--- src/rtl/spi_pkg.sv ---
// Shared types and constants for the burst SPI slave.
// The error-flag feature is enabled by defining SPI_SLAVE_ERR_EN.
package spi_pkg;

   // Transfer state of the slave
   typedef enum logic [1:0] {
      StIdle,
      StLoad,
      StShift
   } spi_state_e;

   // SPI mode constants, encoded as {CPOL, CPHA}
   localparam logic [1:0] SpiMode0 = 2'b00;
   localparam logic [1:0] SpiMode1 = 2'b01;
   localparam logic [1:0] SpiMode2 = 2'b10;
   localparam logic [1:0] SpiMode3 = 2'b11;

endpackage

--- src/rtl/spi_sync_edge.sv ---
// Multi-flop synchroniser for an asynchronous pin with rise/fall strobes
// in the i_clock domain. Strobes are one i_clock cycle wide.
module spi_sync_edge #(
   parameter int unsigned SYNC_STAGES = 2,
   parameter bit          RESET_VAL   = 1'b0
) (
   input  logic i_clock,
   input  logic i_rst_n,
   input  logic i_async,
   output logic o_level,
   output logic o_rise,
   output logic o_fall
);

   logic [SYNC_STAGES-1:0] sync_q;
   logic                   prev_q;

   // Synchroniser chain plus one delayed copy for edge detection
   always_ff @(posedge i_clock) begin
      if (!i_rst_n) begin
         sync_q <= {SYNC_STAGES{RESET_VAL}};
         prev_q <= RESET_VAL;
      end else begin
         sync_q <= {sync_q[SYNC_STAGES-2:0], i_async};
         prev_q <= sync_q[SYNC_STAGES-1];
      end
   end

   assign o_level = sync_q[SYNC_STAGES-1];
   assign o_rise  = sync_q[SYNC_STAGES-1] & ~prev_q;
   assign o_fall  = ~sync_q[SYNC_STAGES-1] & prev_q;

endmodule

--- src/rtl/spi_slave_burst.sv ---
// Parametrised SPI slave with multi-word bursts, all four CPOL/CPHA modes,
// selectable bit order and a valid/ready TX holding register.
// Optional sticky error flags are built when SPI_SLAVE_ERR_EN is defined.
module spi_slave_burst
   import spi_pkg::*;
#(
   parameter int unsigned DATA_W      = 8,
   parameter bit          CPOL        = 1'b0,
   parameter bit          CPHA        = 1'b0,
   parameter bit          LSB_FIRST   = 1'b1,
   parameter int unsigned SYNC_STAGES = 2
) (
   input  logic              i_clock,
   input  logic              i_rst_n,
   input  logic              i_spi_clk,
   input  logic              i_spi_ss,
   input  logic              i_spi_mosi,
   output logic              o_spi_miso,
   output logic              o_spi_miso_oe,
   input  logic [DATA_W-1:0] i_tx_data,
   input  logic              i_tx_valid,
   output logic              o_tx_ready,
`ifdef SPI_SLAVE_ERR_EN
   input  logic              i_err_clr,
   output logic              o_err_underrun,
   output logic              o_err_frame,
`endif
   output logic [DATA_W-1:0] o_rx_data,
   output logic              o_rx_valid,
   output logic              o_busy
);

   localparam int unsigned     CntW         = $clog2(DATA_W);
   localparam logic [CntW-1:0] LastBit      = CntW'(DATA_W - 1);
   localparam logic [1:0]      Mode         = {CPOL, CPHA};
   localparam bit              SampleOnLead = (Mode == SpiMode0) || (Mode == SpiMode2);

   // Wire position of the k-th transferred bit within a word
   function automatic logic [CntW-1:0] bit_idx(input logic [CntW-1:0] k);
      return LSB_FIRST ? k : LastBit - k;
   endfunction

   spi_state_e              state_q, state_d;
   logic                    armed_q, armed_d;
   logic [CntW-1:0]         bit_cnt_q, bit_cnt_d;
   logic [DATA_W-1:0]       rx_shift_q, rx_shift_d;
   logic [DATA_W-1:0]       rx_data_q, rx_data_d;
   logic                    rx_valid_q, rx_valid_d;
   logic [DATA_W-1:0]       tx_word_q, tx_word_d;
   logic                    miso_q, miso_d;
   logic [DATA_W-1:0]       hold_q, hold_d;
   logic                    hold_full_q, hold_full_d;
   logic [SYNC_STAGES-1:0]  mosi_sync_q;

   logic sclk_lvl, sclk_rise, sclk_fall;
   logic ss_lvl, ss_rise, ss_fall;
   logic sclk_edge, lead_stb, trail_stb, sample_stb, shift_stb;
   logic mosi_bit, load, tx_wr;
   logic [DATA_W-1:0] rx_next, load_word;

   spi_sync_edge #(
      .SYNC_STAGES (SYNC_STAGES),
      .RESET_VAL   (CPOL)
   ) u_sclk_sync (
      .i_clock (i_clock),
      .i_rst_n (i_rst_n),
      .i_async (i_spi_clk),
      .o_level (sclk_lvl),
      .o_rise  (sclk_rise),
      .o_fall  (sclk_fall)
   );

   // SS resets low so that a select already active at reset release never
   // arms the block until it has been seen high.
   spi_sync_edge #(
      .SYNC_STAGES (SYNC_STAGES),
      .RESET_VAL   (1'b0)
   ) u_ss_sync (
      .i_clock (i_clock),
      .i_rst_n (i_rst_n),
      .i_async (i_spi_ss),
      .o_level (ss_lvl),
      .o_rise  (ss_rise),
      .o_fall  (ss_fall)
   );

   // MOSI synchroniser, same depth as SCLK so data and strobe stay aligned
   always_ff @(posedge i_clock) begin
      if (!i_rst_n) begin
         mosi_sync_q <= '0;
      end else begin
         mosi_sync_q <= {mosi_sync_q[SYNC_STAGES-2:0], i_spi_mosi};
      end
   end

   // Leading edge leaves the idle level, trailing edge returns to it
   assign sclk_edge  = sclk_rise | sclk_fall;
   assign lead_stb   = sclk_edge & (sclk_lvl != CPOL);
   assign trail_stb  = sclk_edge & (sclk_lvl == CPOL);
   assign sample_stb = SampleOnLead ? lead_stb : trail_stb;
   assign shift_stb  = SampleOnLead ? trail_stb : lead_stb;
   assign mosi_bit   = mosi_sync_q[SYNC_STAGES-1];

   assign rx_next = LSB_FIRST ? {mosi_bit, rx_shift_q[DATA_W-1:1]}
                              : {rx_shift_q[DATA_W-2:0], mosi_bit};

   // TX word fetches happen on LOAD and on every word boundary
   assign load = ~ss_rise & ((state_q == StLoad) ||
                 ((state_q == StShift) && sample_stb && (bit_cnt_q == LastBit)));
   assign load_word  = hold_full_q ? hold_q : '0;
   // A load frees the holding register in the same cycle it can be refilled
   assign o_tx_ready = ~hold_full_q | load;
   assign tx_wr      = i_tx_valid & o_tx_ready;

   // Next-state: FSM, bit counter, shift registers and holding register
   always_comb begin
      state_d     = state_q;
      armed_d     = armed_q | ss_lvl;
      bit_cnt_d   = bit_cnt_q;
      rx_shift_d  = rx_shift_q;
      rx_data_d   = rx_data_q;
      rx_valid_d  = 1'b0;
      tx_word_d   = tx_word_q;
      miso_d      = miso_q;
      hold_d      = hold_q;
      hold_full_d = hold_full_q;

      if (ss_rise) begin
         // Partial words are dropped here
         state_d   = StIdle;
         bit_cnt_d = '0;
         miso_d    = 1'b0;
      end else begin
         unique case (state_q)
            StIdle: begin
               if (ss_fall && armed_q) state_d = StLoad;
            end
            StLoad: begin
               state_d = StShift;
               if (!CPHA) miso_d = load_word[bit_idx('0)];
            end
            StShift: begin
               if (sample_stb) begin
                  rx_shift_d = rx_next;
                  if (bit_cnt_q == LastBit) begin
                     bit_cnt_d  = '0;
                     rx_data_d  = rx_next;
                     rx_valid_d = 1'b1;
                  end else begin
                     bit_cnt_d = bit_cnt_q + CntW'(1);
                  end
               end
               // Counter already points at the bit to present next
               if (shift_stb) miso_d = tx_word_q[bit_idx(bit_cnt_q)];
            end
            default: state_d = StIdle;
         endcase
      end

      if (load) begin
         tx_word_d   = load_word;
         hold_full_d = 1'b0;
      end
      if (tx_wr) begin
         hold_d      = i_tx_data;
         hold_full_d = 1'b1;
      end
   end

   // State register with synchronous reset
   always_ff @(posedge i_clock) begin
      if (!i_rst_n) begin
         state_q     <= StIdle;
         armed_q     <= 1'b0;
         bit_cnt_q   <= '0;
         rx_shift_q  <= '0;
         rx_data_q   <= '0;
         rx_valid_q  <= 1'b0;
         tx_word_q   <= '0;
         miso_q      <= 1'b0;
         hold_q      <= '0;
         hold_full_q <= 1'b0;
      end else begin
         state_q     <= state_d;
         armed_q     <= armed_d;
         bit_cnt_q   <= bit_cnt_d;
         rx_shift_q  <= rx_shift_d;
         rx_data_q   <= rx_data_d;
         rx_valid_q  <= rx_valid_d;
         tx_word_q   <= tx_word_d;
         miso_q      <= miso_d;
         hold_q      <= hold_d;
         hold_full_q <= hold_full_d;
      end
   end

`ifdef SPI_SLAVE_ERR_EN
   logic err_underrun_q, err_frame_q;

   // Sticky error flags; clear has priority over a same-cycle set
   always_ff @(posedge i_clock) begin
      if (!i_rst_n) begin
         err_underrun_q <= 1'b0;
         err_frame_q    <= 1'b0;
      end else if (i_err_clr) begin
         err_underrun_q <= 1'b0;
         err_frame_q    <= 1'b0;
      end else begin
         if (load && !hold_full_q)             err_underrun_q <= 1'b1;
         if (ss_rise && (bit_cnt_q != '0))     err_frame_q    <= 1'b1;
      end
   end

   assign o_err_underrun = err_underrun_q;
   assign o_err_frame    = err_frame_q;
`endif

   assign o_spi_miso    = miso_q;
   assign o_spi_miso_oe = (state_q != StIdle);
   assign o_busy        = (state_q != StIdle);
   assign o_rx_data     = rx_data_q;
   assign o_rx_valid    = rx_valid_q;

endmodule
--- config.mk ---
export PLATFORM = sky130hd
export DESIGN_NAME = spi_slave_burst
export DESIGN_NICKNAME = d
export VERILOG_FILES = /design/src/rtl/spi_pkg.sv /design/src/rtl/spi_sync_edge.sv /design/src/rtl/spi_slave_burst.sv
export SDC_FILE = /design/constraint.sdc
export NUM_CORES = 1
export LEC_CHECK = 0
export ABC_AREA = 1
export CORE_MARGIN = 3
export CORE_UTILIZATION = 30
export CTS_CLUSTER_SIZE = 24
export DETAILED_ROUTE_END_ITERATION = 7
export GPL_TIMING_DRIVEN = 0
export HOLD_SLACK_MARGIN = 0.05
export RECOVER_POWER = 100
export SLEW_MARGIN = 5
export SYNTH_ARGS = -nofsm -noshare
export SYNTH_HDL_FRONTEND = slang
export SYNTH_SLANG_ARGS = --single-unit
--- constraint.sdc ---
create_clock -name i_clock -period 2 [get_ports i_clock]
set_input_delay 0.4 -clock i_clock [delete_from_list [all_inputs] [get_ports i_clock]]
set_output_delay 0.4 -clock i_clock [all_outputs]
set_load 0.01 [all_outputs]
==> flow_summary.ini <==
[run_status]
outcome = finished clean

[logic_synthesis]
synth_top_area_share_pct = 51.4
yosys-top-cells-area = dfxtp_1 51%, nand2_1 10%, nor2_1 6.4%
synth_nets = 248
synth_top_area_cell = dfxtp_1
synthCells = 232
synth_cell_types = 26
avgSynthCellArea_um2 = 8.06
syn_area_um2 = 1870
yosysSeqAreaShare_pct = 51.4
yosys_warnings = 0
synth_seq_cells = 48

[grt]
antenna_found_initial = 0
grt_first_pass_wirelength_mm = 6.01
grt_max_degree = 17
first_global_vias = 1379
gr-total-overflow = 0
grt_usage_pct = 10.3

[clock_network]
hold_buffers = 0
cts_tree = yes
cts-buffers-inserted = 5
root_buffer = clkbuf_8
cts.sinks = 48
clock_path_buffers = 2
insertion_delay_ns = 0.30
clk_pin_slew_ns = 0.09
ctsHtreeMaxLevel = 2

[die]
initial_core_util_pct = 31.2
die_w_um = 84.9
die_y_um = 84.9
core_um2 = 5990
rows = 28
dieArea_um2 = 7210
boundaryPins = 27

[place]
dp_hpwl_mm = 2.55
port-buffer-count = 26
post-place-ws_ns = -0.0770
gp_congestion = 0.758

[route]
drt-vias-per-instance = 4.36
wire_per_inst_um = 10.3
drc = 0
ant_nets = 0
dr.pass1.iters = 4
drt_iter0_drc = 53
route.vias.total = 1491
totalWireLength_mm = 3.51

[final_layout]
fin_nets = 282
multi_input_area_um2 = 722
n_fill_cell = 635
syn2layout_area_growth_pct = 22.0
final_common_cell = nand2_1
antenna_cells = 0
mostFrequentLayoutCells = 53 x nand2_1, 46 x dfxtp_1, 33 x nor2_1
ff_latch_area_um2 = 963
drive_gt1_share_pct = 12.0

[pwr]
p_leak_nw = 0.947
ir_worst_vdd_mv = 0.382
p_total_mw = 1.68
power_density_nw_per_um2 = 738

[worst_setup_path]
crit_path_max_fanout = 6
path_cells = ha_1 > ha_1 > inv_1 > nor2_1 > nand2_2 > nand3_4 > buf_6
arrival_ns = 1.47
max_stage_delay_ns = 0.36
critical_path_class = flop to primary output
path_delay_family = adder cells
path_common_cell = ha_1
worstPathRequired_ns = 1.60
cp-end-kind = primary output
start_kind = flop
crit_buf_inv = 2
slowest_stage = dfxtp_2

[sta]
maxSlewHeadroom_pct = 65.2
worstMarginPinSlew_ns = 0.521
skew_ns = 0.00551
fmax_mhz = 535
min_period_over_period_pct = 93.4
maxSlewViolCount = 0
rsz0062_at_grt = no
setup_viol = 0
post-route-worst-setup-slack_ns = 0.132
period_needed_ns = 1.87
hold_violations = 0

[worst_hold_path]
hold_path.class = flop to flop

[run]
maxCapViolations = 0
## worst register-to-register path, stage by stage (launching register included)
cell	delay (ns)
dfxtp_2	0.36
ha_1	0.21
ha_1	0.17
inv_1	0.08
nor2_1	0.06
nand2_2	0.08
nand3_4	0.08
nand2_1	0.41
clkinv_8	0.14
nor2_1	0.11
nor2_1	0.05
## metrics by stage
| stage | TNS (ns) | instances | cell area, um2 | hold WS (ns) | util, % |
|---|---|---|---|---|---|
| global route | 0 | 342 | 2280 | 0.441 | 38.1 |
| finish | 0 | 342 | 2280 | 0.419 | 38.1 |
| detailed placement | -0.0770 | 333 | 2220 | 0.398 | 37.1 |
| CTS | 0 | 342 | 2320 | 0.421 | 38.7 |
| floorplan | 0 | 232 | 1870 | 0.390 | - |
| global placement | -0.0835 | 333 | 2220 | 0.395 | 37.1 |
## registers in the layout, summed over array words and instances (netlist names)
name	cells
armed_q	1
bit_cnt_q	3
hold_full_q	1
hold_q	8
mosi_sync_q	2
o_rx_data	8
o_rx_valid	1
o_spi_miso	1
rx_shift_q	7
state_q	2
tx_word_q	8
u_sclk_sync.prev_q	1
u_sclk_sync.sync_q	2
u_ss_sync.prev_q	1
u_ss_sync.sync_q	2
## layout make-up
cell class | instances | share of cell area, %
buffer | 8 | 1.65
clock buffer | 5 | 3.02
clock inverter | 3 | 0.933
inverter | 24 | 4.72
multi-input combinational | 152 | 31.7
sequential | 48 | 42.3
tap | 75 | 4.12
timing repair buffer | 27 | 11.6
## layer usage
metal	routed length, um	global-route usage, %	vias up	share of wire (%)
met5	0	0	-	0
met2	1580	15.2	23	45
met1	1710	13.7	661	49
met4	48	4.75	0	1.4
li1	-	-	801	-
met3	163	3.30	6	4.6
## cells by family after synthesis
logic type / count (synthesis) / share of synthesized area, %
and+or+nand+nor: 103 / 25.0
buffers and inverters: 32 / 8.43
DFF: 48 / 51.4
adders and majority gates: 2 / 1.34
AOI/OAI and AO/OA: 47 / 13.8
## power breakdown
part           switching (mW)  total (mW)  internal [mW]
Sequential             0.0107       0.990          0.979
Combinational          0.0604       0.110         0.0501
Clock                   0.334       0.583          0.248
Total                   0.405        1.68           1.28
## synthesized netlist by cell type, drive strengths merged
cell,count
inv,22
o21ai,23
nand2,56
buf,4
a211oi,3
nor3,1
a21oi,21
dfxtp,48
clkinv,2
nand3,9
nor2,37
ha,2
clkbuf,4
## worst paths after layout
kind	to	from	cells after the start	slack [ns]
setup reg to reg	hold_q[5]	bit_cnt_q[0]	10	0.16
hold reg to reg	u_ss_sync.sync_q[1]	u_ss_sync.sync_q[0]	2	0.42
hold / removal	u_ss_sync.sync_q[1]	u_ss_sync.sync_q[0]	2	0.42
setup / recovery	o_tx_ready	bit_cnt_q[0]	7	0.13
## repair_timing
action / 4_1_cts / 5_1_grt
endpoints found under the setup margin: 1 / 1
setup buffers: 1 / 0
pin swaps: 2 / 1
gates resized for setup: 5 / 2
(Power assumes the default switching activity.)
